===== config.mk =====
export PLATFORM = sky130hd
export DESIGN_NAME = muldiv_unit
export DESIGN_NICKNAME = d
export VERILOG_FILES = /design/src/rtl/muldiv_unit.sv
export SDC_FILE = /design/constraint.sdc
export NUM_CORES = 2
export LEC_CHECK = 0
export BUFFER_PORTS_ARGS = -buffer_cell sky130_fd_sc_hd__buf_2
export CORE_AREA = 2 2 234 294
export DETAILED_ROUTE_END_ITERATION = 16
export DIE_AREA = 0 0 236 296
export MAX_ROUTING_LAYER = met4
export PLACE_DENSITY = 0.71
export RECOVER_POWER = 100
export SLEW_MARGIN = 20
export SYNTH_ARGS = -nofsm -noshare
export SYNTH_HDL_FRONTEND = slang
export SYNTH_SLANG_ARGS = --single-unit

===== constraint.sdc =====
create_clock -name i_clk -period 13.45 [get_ports i_clk]
set_clock_uncertainty 0.15 [all_clocks]
set_input_delay 0.6725 -clock i_clk [delete_from_list [all_inputs] [get_ports i_clk]]
set_output_delay 0.6725 -clock i_clk [all_outputs]
set_load 0.02 [all_outputs]

===== src/rtl/muldiv_unit.sv =====
// muldiv_unit: iterative RV64M multiply/divide unit, one operation in flight at a time.
//
// Multiply is unsigned shift-add on operand magnitudes into a 2*DATA_W product.
// Divide is restoring division, one quotient bit per cycle, on magnitudes.
// Sign fixups are applied on the last iteration. Divide-by-zero and signed
// overflow are resolved at acceptance and skip the iteration phase.
//
// Ports:
//   i_clk     clock, rising edge
//   i_rst     synchronous active-high reset; aborts any operation in flight
//   i_valid   operation request, sampled only while o_ready=1
//   i_funct3  RV64M op: MUL, MULH, MULHSU, MULHU, DIV, DIVU, REM, REMU
//   i_rs1     operand A
//   i_rs2     operand B
//   i_rd      destination register index
//   o_ready   unit idle and able to accept
//   o_valid   one-cycle result strobe (register file write enable)
//   o_rd      destination index, valid with o_valid
//   o_result  result, valid with o_valid
module muldiv_unit #(
    parameter int unsigned DATA_W = 64
) (
    input  logic              i_clk,
    input  logic              i_rst,
    input  logic              i_valid,
    input  logic [2:0]        i_funct3,
    input  logic [DATA_W-1:0] i_rs1,
    input  logic [DATA_W-1:0] i_rs2,
    input  logic [4:0]        i_rd,
    output logic              o_ready,
    output logic              o_valid,
    output logic [4:0]        o_rd,
    output logic [DATA_W-1:0] o_result
);

    localparam int unsigned CntW = $clog2(DATA_W);

    typedef enum logic [1:0] {
        StIdle,
        StCalc,
        StDone
    } state_e;

    state_e              state_q, state_d;
    logic [CntW-1:0]     cnt_q, cnt_d;
    logic [2:0]          funct3_q, funct3_d;
    logic                neg_q, neg_d;
    // b_q: multiplicand (mul) or divisor (div) magnitude.
    // hi_q/lo_q: product high/low halves (mul) or remainder/dividend-quotient (div).
    logic [DATA_W-1:0]   b_q, b_d;
    logic [DATA_W-1:0]   hi_q, hi_d;
    logic [DATA_W-1:0]   lo_q, lo_d;
    logic [DATA_W-1:0]   result_q, result_d;
    logic [4:0]          rd_q, rd_d;

    // ---------------- Acceptance decode ----------------
    logic              acc_div;
    logic              rs1_signed, rs2_signed;
    logic              rs1_neg, rs2_neg;
    logic [DATA_W-1:0] mag1, mag2;
    logic              acc_neg;
    logic              div_zero, div_ovf;
    logic [DATA_W-1:0] special_res;

    always_comb begin
        acc_div    = i_funct3[2];
        // MULH, MULHSU, DIV, REM treat rs1 as signed; MULH, DIV, REM treat rs2 as signed.
        rs1_signed = acc_div ? ~i_funct3[0]
                             : (i_funct3[1:0] == 2'b01) || (i_funct3[1:0] == 2'b10);
        rs2_signed = acc_div ? ~i_funct3[0] : (i_funct3[1:0] == 2'b01);
        rs1_neg    = rs1_signed & i_rs1[DATA_W-1];
        rs2_neg    = rs2_signed & i_rs2[DATA_W-1];
        mag1       = rs1_neg ? -i_rs1 : i_rs1;
        mag2       = rs2_neg ? -i_rs2 : i_rs2;
        // Remainder follows the dividend sign; quotient and product follow the sign xor.
        acc_neg    = (acc_div && i_funct3[1]) ? rs1_neg : (rs1_neg ^ rs2_neg);
        div_zero   = acc_div && (i_rs2 == '0);
        div_ovf    = acc_div && !i_funct3[0]
                     && (i_rs1 == {1'b1, {(DATA_W-1){1'b0}}}) && (i_rs2 == '1);
        if (div_zero) begin
            special_res = i_funct3[1] ? i_rs1 : '1;
        end else begin
            special_res = i_funct3[1] ? '0 : i_rs1;
        end
    end

    // ---------------- Iteration datapath ----------------
    logic [DATA_W:0]     mul_sum;
    logic [DATA_W-1:0]   mul_hi_n, mul_lo_n;
    logic [DATA_W:0]     div_sh;
    logic                div_ge;
    logic [DATA_W-1:0]   div_hi_n, div_lo_n;
    logic [2*DATA_W-1:0] prod_n, prod_fix;
    logic [DATA_W-1:0]   mul_res, div_val, div_res, final_res;

    always_comb begin
        // Shift-add: conditionally add multiplicand into the high half, then shift right.
        mul_sum  = {1'b0, hi_q} + (lo_q[0] ? {1'b0, b_q} : '0);
        mul_hi_n = mul_sum[DATA_W:1];
        mul_lo_n = {mul_sum[0], lo_q[DATA_W-1:1]};

        // Restoring step: shift next dividend bit into the remainder, subtract if it fits.
        div_sh   = {hi_q, lo_q[DATA_W-1]};
        div_ge   = div_sh >= {1'b0, b_q};
        // When div_ge holds the difference is below b_q, so the low DATA_W bits suffice.
        div_hi_n = div_ge ? (div_sh[DATA_W-1:0] - b_q) : div_sh[DATA_W-1:0];
        div_lo_n = {lo_q[DATA_W-2:0], div_ge};

        prod_n   = {mul_hi_n, mul_lo_n};
        prod_fix = neg_q ? -prod_n : prod_n;
        mul_res  = (funct3_q[1:0] == 2'b00) ? prod_fix[DATA_W-1:0]
                                            : prod_fix[2*DATA_W-1:DATA_W];
        div_val  = funct3_q[1] ? div_hi_n : div_lo_n;
        div_res  = neg_q ? -div_val : div_val;
        final_res = funct3_q[2] ? div_res : mul_res;
    end

    // ---------------- FSM next state / outputs ----------------
    always_comb begin
        state_d  = state_q;
        cnt_d    = cnt_q;
        funct3_d = funct3_q;
        neg_d    = neg_q;
        b_d      = b_q;
        hi_d     = hi_q;
        lo_d     = lo_q;
        result_d = result_q;
        rd_d     = rd_q;
        o_ready  = 1'b0;
        o_valid  = 1'b0;

        unique case (state_q)
            StIdle: begin
                o_ready = 1'b1;
                if (i_valid) begin
                    funct3_d = i_funct3;
                    rd_d     = i_rd;
                    neg_d    = acc_neg;
                    cnt_d    = '0;
                    hi_d     = '0;
                    if (acc_div) begin
                        lo_d = mag1;
                        b_d  = mag2;
                    end else begin
                        lo_d = mag2;
                        b_d  = mag1;
                    end
                    if (div_zero || div_ovf) begin
                        result_d = special_res;
                        state_d  = StDone;
                    end else begin
                        state_d  = StCalc;
                    end
                end
            end
            StCalc: begin
                if (funct3_q[2]) begin
                    hi_d = div_hi_n;
                    lo_d = div_lo_n;
                end else begin
                    hi_d = mul_hi_n;
                    lo_d = mul_lo_n;
                end
                cnt_d = cnt_q + CntW'(1);
                if (cnt_q == CntW'(DATA_W - 1)) begin
                    result_d = final_res;
                    cnt_d    = '0;
                    state_d  = StDone;
                end
            end
            StDone: begin
                o_valid = 1'b1;
                state_d = StIdle;
            end
            default: begin
                state_d = StIdle;
            end
        endcase
    end

    always_ff @(posedge i_clk) begin
        if (i_rst) begin
            state_q  <= StIdle;
            cnt_q    <= '0;
            funct3_q <= '0;
            neg_q    <= 1'b0;
            b_q      <= '0;
            hi_q     <= '0;
            lo_q     <= '0;
            result_q <= '0;
            rd_q     <= '0;
        end else begin
            state_q  <= state_d;
            cnt_q    <= cnt_d;
            funct3_q <= funct3_d;
            neg_q    <= neg_d;
            b_q      <= b_d;
            hi_q     <= hi_d;
            lo_q     <= lo_d;
            result_q <= result_d;
            rd_q     <= rd_d;
        end
    end

    assign o_rd     = rd_q;
    assign o_result = result_q;

endmodule


==> impl_metrics.prom <==
# TYPE chip_impl_metric gauge
chip_impl_metric{name="antenna_found_initial",unit=""} 4
chip_impl_metric{name="required",unit="ps"} 13820
chip_impl_info{name="hold_class",value="in -> reg"} 1
chip_impl_metric{name="worst_ir_drop_vdd",unit="mV"} 0.105
chip_impl_info{name="violated_checks",value="capacitance limit, slew limit"} 1
chip_impl_info{name="timing.setup.critical_path_class",value="reg -> reg"} 1
chip_impl_metric{name="layout-drive-gt1-share",unit=""} 0.0655
chip_impl_metric{name="timing.critical_path.buf_inv",unit=""} 2
chip_impl_metric{name="globalRouteOverflowTotal",unit=""} 0
chip_impl_info{name="run_status",value="finished with violations"} 1
chip_impl_metric{name="postCtsSetupBuffers",unit=""} 0
chip_impl_metric{name="postSynthCellCount",unit=""} 5289
chip_impl_metric{name="ant_nets",unit=""} 0
chip_impl_metric{name="timing.setup.tns",unit="ps"} 0
chip_impl_metric{name="clk_path_buf_depth",unit=""} 3
chip_impl_metric{name="postLayoutCoreUtil",unit=""} 0.555
chip_impl_metric{name="setup_violations",unit=""} 0
chip_impl_metric{name="max_freq",unit="MHz"} 99.0
chip_impl_metric{name="synth_edf_count",unit=""} 0
chip_impl_info{name="crit_path_max_delay_family",value="buffers and inverters"} 1
chip_impl_metric{name="grt_use_total",unit=""} 0.487
chip_impl_metric{name="synth_seq_cells",unit=""} 273
chip_impl_info{name="grt_setup_unrepaired",value="no"} 1
chip_impl_info{name="most_area_hungry_cell_type_in_the_yosys_netlist",value="dfxtp_1"} 1
chip_impl_metric{name="grt_pass1_vias",unit=""} 38200
chip_impl_metric{name="detailroute.via_count",unit=""} 42500
chip_impl_metric{name="preCtsSetupSlack",unit="ps"} 6480
chip_impl_metric{name="post-dp-hpwl",unit="microns"} 133000
chip_impl_metric{name="finalWorstPathRequiredPeriod",unit="ps"} 10100
chip_impl_info{name="cts_root_buffer",value="clkbuf_16"} 1
chip_impl_info{name="worst_path_max_delay_cell",value="clkbuf_1"} 1
chip_impl_metric{name="dieArea",unit="sq mm"} 0.0699
chip_impl_metric{name="synth.yosys.seq_area_share",unit=""} 0.155
chip_impl_metric{name="grt_max_degree",unit=""} 178
chip_impl_metric{name="synth.cell_area",unit="sq mm"} 0.0353
chip_impl_metric{name="final_nets",unit=""} 5464
chip_impl_metric{name="totalPowerFinal",unit="mW"} 3.80
chip_impl_metric{name="final_cell_count_no_fill",unit=""} 6084
chip_impl_metric{name="wl_per_cell",unit="microns"} 28.3
chip_impl_metric{name="via_per_instance_ratio",unit=""} 6.99
chip_impl_metric{name="area_of_the_core",unit="sq mm"} 0.0673
chip_impl_info{name="setup.worst_path.start_class",value="register"} 1
chip_impl_metric{name="critPathMaxStageDelay",unit="ps"} 2350
chip_impl_metric{name="clock_insertion_delay_at_the_later_pin_of_the_skew_report",unit="ps"} 600
chip_impl_metric{name="timing.reg2reg.setup_slack",unit="ps"} 3350
chip_impl_metric{name="cell_total_after_placement",unit=""} 6024
chip_impl_info{name="crit_path_cell_trace",value="ha_1 > a21oi_1 > o21a_1 > o21ai_1 > o31a_1 > o31a_1 > clkbuf_1 > nor2_1 > clkbuf_1 > o21ai_0 > mux2_2 > nand4bb_1 > nor3_4 > nand4_1 > or4_1 > a31oi_1"} 1
chip_impl_metric{name="drt-initial-drc-count",unit=""} 5867
chip_impl_metric{name="synth_area_per_inst",unit="sq um"} 6.67
chip_impl_metric{name="firstDrtPassIters",unit=""} 6
chip_impl_metric{name="critical_path_peak_fanout",unit=""} 56
chip_impl_info{name="layout_common_cells",value="nor2_1 (620), nand2_1 (603), a21oi_1 (487)"} 1
chip_impl_metric{name="final-hold-violation-count",unit=""} 0
chip_impl_metric{name="synth.yosys.warnings",unit=""} 0
chip_impl_metric{name="static-leakage-power",unit="nW"} 13.9
chip_impl_metric{name="yosysUniqueCellTypes",unit=""} 101
chip_impl_metric{name="buffer_ports.inserted",unit=""} 209
chip_impl_info{name="critical_path.endpoint_type",value="register"} 1
chip_impl_metric{name="timing.critical_path.arrival",unit="ps"} 10470
chip_impl_info{name="synthTopCellsByArea",value="dfxtp_1 (15%), a21oi_1 (6.9%), nor2_1 (6.6%)"} 1
chip_impl_metric{name="initial_core_util",unit=""} 0.524
chip_impl_metric{name="crit_path_setup_slack_layout",unit="ps"} 3350
chip_impl_metric{name="final_max_slew_viol_count",unit=""} 688
chip_impl_metric{name="power_density",unit="mW/mm^2"} 102
chip_impl_metric{name="floorplan.die.height",unit="microns"} 296
chip_impl_metric{name="globalplace.congestion",unit=""} 1.14
chip_impl_metric{name="i_o_pin_count",unit=""} 210
chip_impl_metric{name="n_fill_cell",unit=""} 6970
chip_impl_metric{name="max_slew.worst_pin.slew",unit="ps"} 3600
chip_impl_metric{name="synthDominantCellAreaShare",unit=""} 0.155
chip_impl_metric{name="area_delta_synth_final",unit="%"} 5.82
chip_impl_info{name="synthFlopType",value="dfxtp_1"} 1
chip_impl_metric{name="cts_resized",unit=""} 0
chip_impl_metric{name="tritoncts_num_sinks",unit=""} 273
chip_impl_metric{name="routed_wirelength",unit="microns"} 172000
chip_impl_metric{name="mapped_nets",unit=""} 5565
chip_impl_metric{name="postCtsHoldBufs",unit=""} 0
chip_impl_metric{name="dieWidth",unit="microns"} 236
chip_impl_info{name="clock_tree_from_tritoncts",value="yes"} 1
chip_impl_metric{name="relSlewSlack",unit=""} -1.40
chip_impl_metric{name="drc",unit=""} 0
chip_impl_metric{name="cts_made_buffers",unit=""} 34
chip_impl_metric{name="htree_levels",unit=""} 2
chip_impl_metric{name="async_flop_share",unit=""} 0
chip_impl_metric{name="finalCritPeriodShare",unit=""} 0.751
chip_impl_metric{name="row_count",unit=""} 107
chip_impl_info{name="leading_cell_type_in_the_layout_fill_and_taps_excluded",value="nor2_1"} 1
chip_impl_metric{name="number_of_maximum_capacitance_violations",unit=""} 14
chip_impl_metric{name="cts.reportedPaths.clkPinSlew",unit="ps"} 60
chip_impl_metric{name="first_pass_grt_wire_length",unit="microns"} 250000
metal layers:
metal | vias up | track usage | routed length, microns
met1 | 19900 | 0.626 | 68100
li1 | 19200 | - | -
met2 | 2899 | 0.694 | 70200
met4 | 0 | 0.252 | 10700
met3 | 484 | 0.135 | 23300
met5 | - | - | 0
final cells by class:
cell class | count | area [sq um] | share of cell area
multi-input cells | 4456 | 27700 | 0.740
flip-flops and latches | 273 | 5480 | 0.147
repair buffers | 282 | 1460 | 0.0392
well taps | 872 | 1090 | 0.0292
clock buffers | 42 | 965 | 0.0258
inverters | 141 | 531 | 0.0142
clock inverters | 15 | 166 | 0.00446
diodes | 3 | 7.51 | 0.000201
sequential cells by signal, summed over array words and instances, names as in the netlist, 2 cells and up:
register,count
o_result,64
hi_q,64
cnt_q,6
o_rd,5
b_q,64
lo_q,64
funct3_q,3
state_q,2
cells by family after synthesis:
group,synth area share
adder cells (fa/ha/maj),0.0643
AO/OA/AOI/OAI,0.318
AND/OR/NAND/NOR,0.279
multiplexers,0.0412
flip-flops,0.155
XOR/XNOR,0.0801
buffers and inverters,0.0623
worst paths after layout:
| path | cells past startpoint | from | to |
|---|---|---|---|
| max | 16 | hi_q[13] | o_result[60] |
| min | 3 | i_rd[1] | o_rd[1] |
| max reg2reg | 16 | hi_q[13] | o_result[60] |
| min reg2reg | 2 | o_rd[1] | o_rd[1] |
Yosys cell counts (20+ instances only):
master / number
nor2_1: 622
nand2_1: 603
a21oi_1: 487
o21ai_0: 374
clkbuf_1: 326
dfxtp_1: 273
xnor2_1: 197
nor3_1: 151
inv_1: 139
ha_1: 135
xor2_1: 126
o211ai_1: 125
mux2i_1: 117
nand4_1: 115
and2_1: 107
nand3_1: 104
a211oi_1: 100
o31ai_1: 83
a31oi_1: 80
a21o_1: 68
or3_1: 65
nor4_1: 59
maj3_1: 54
buf_1: 51
o21a_1: 49
a22oi_1: 47
a211o_1: 32
buf_2: 30
or4_1: 30
and3_1: 29
nand2b_1: 29
a311oi_1: 25
mux2_2: 25
o221ai_1: 23
or2_2: 22
a41oi_1: 20
o21bai_1: 20
worst reg2reg max path: cells and delay by family, from the launching register on:
family	cells	cell delay (ps)
buffers and inverters	2	2970
flip-flops	1	490
adder cells (fa/ha/maj)	1	400
AND/OR/NAND/NOR	5	2950
multiplexers	1	520
AO/OA/AOI/OAI	7	2540
through the flow:
stage / hold WS (ps) / area, sq um
detailed placement: 293 / 36400
global route: 197 / 37400
finish: 173 / 37400
floorplan: 290 / 35300
CTS: 165 / 37600
global placement: 288 / 36400
power breakdown:
group          internal (mW)  switching (mW)  leakage, nW
Clock                  0.567           0.422        0.556
Combinational          0.564            1.25         11.1
Sequential             0.873           0.126         2.23
(Power assumes the default switching activity.)
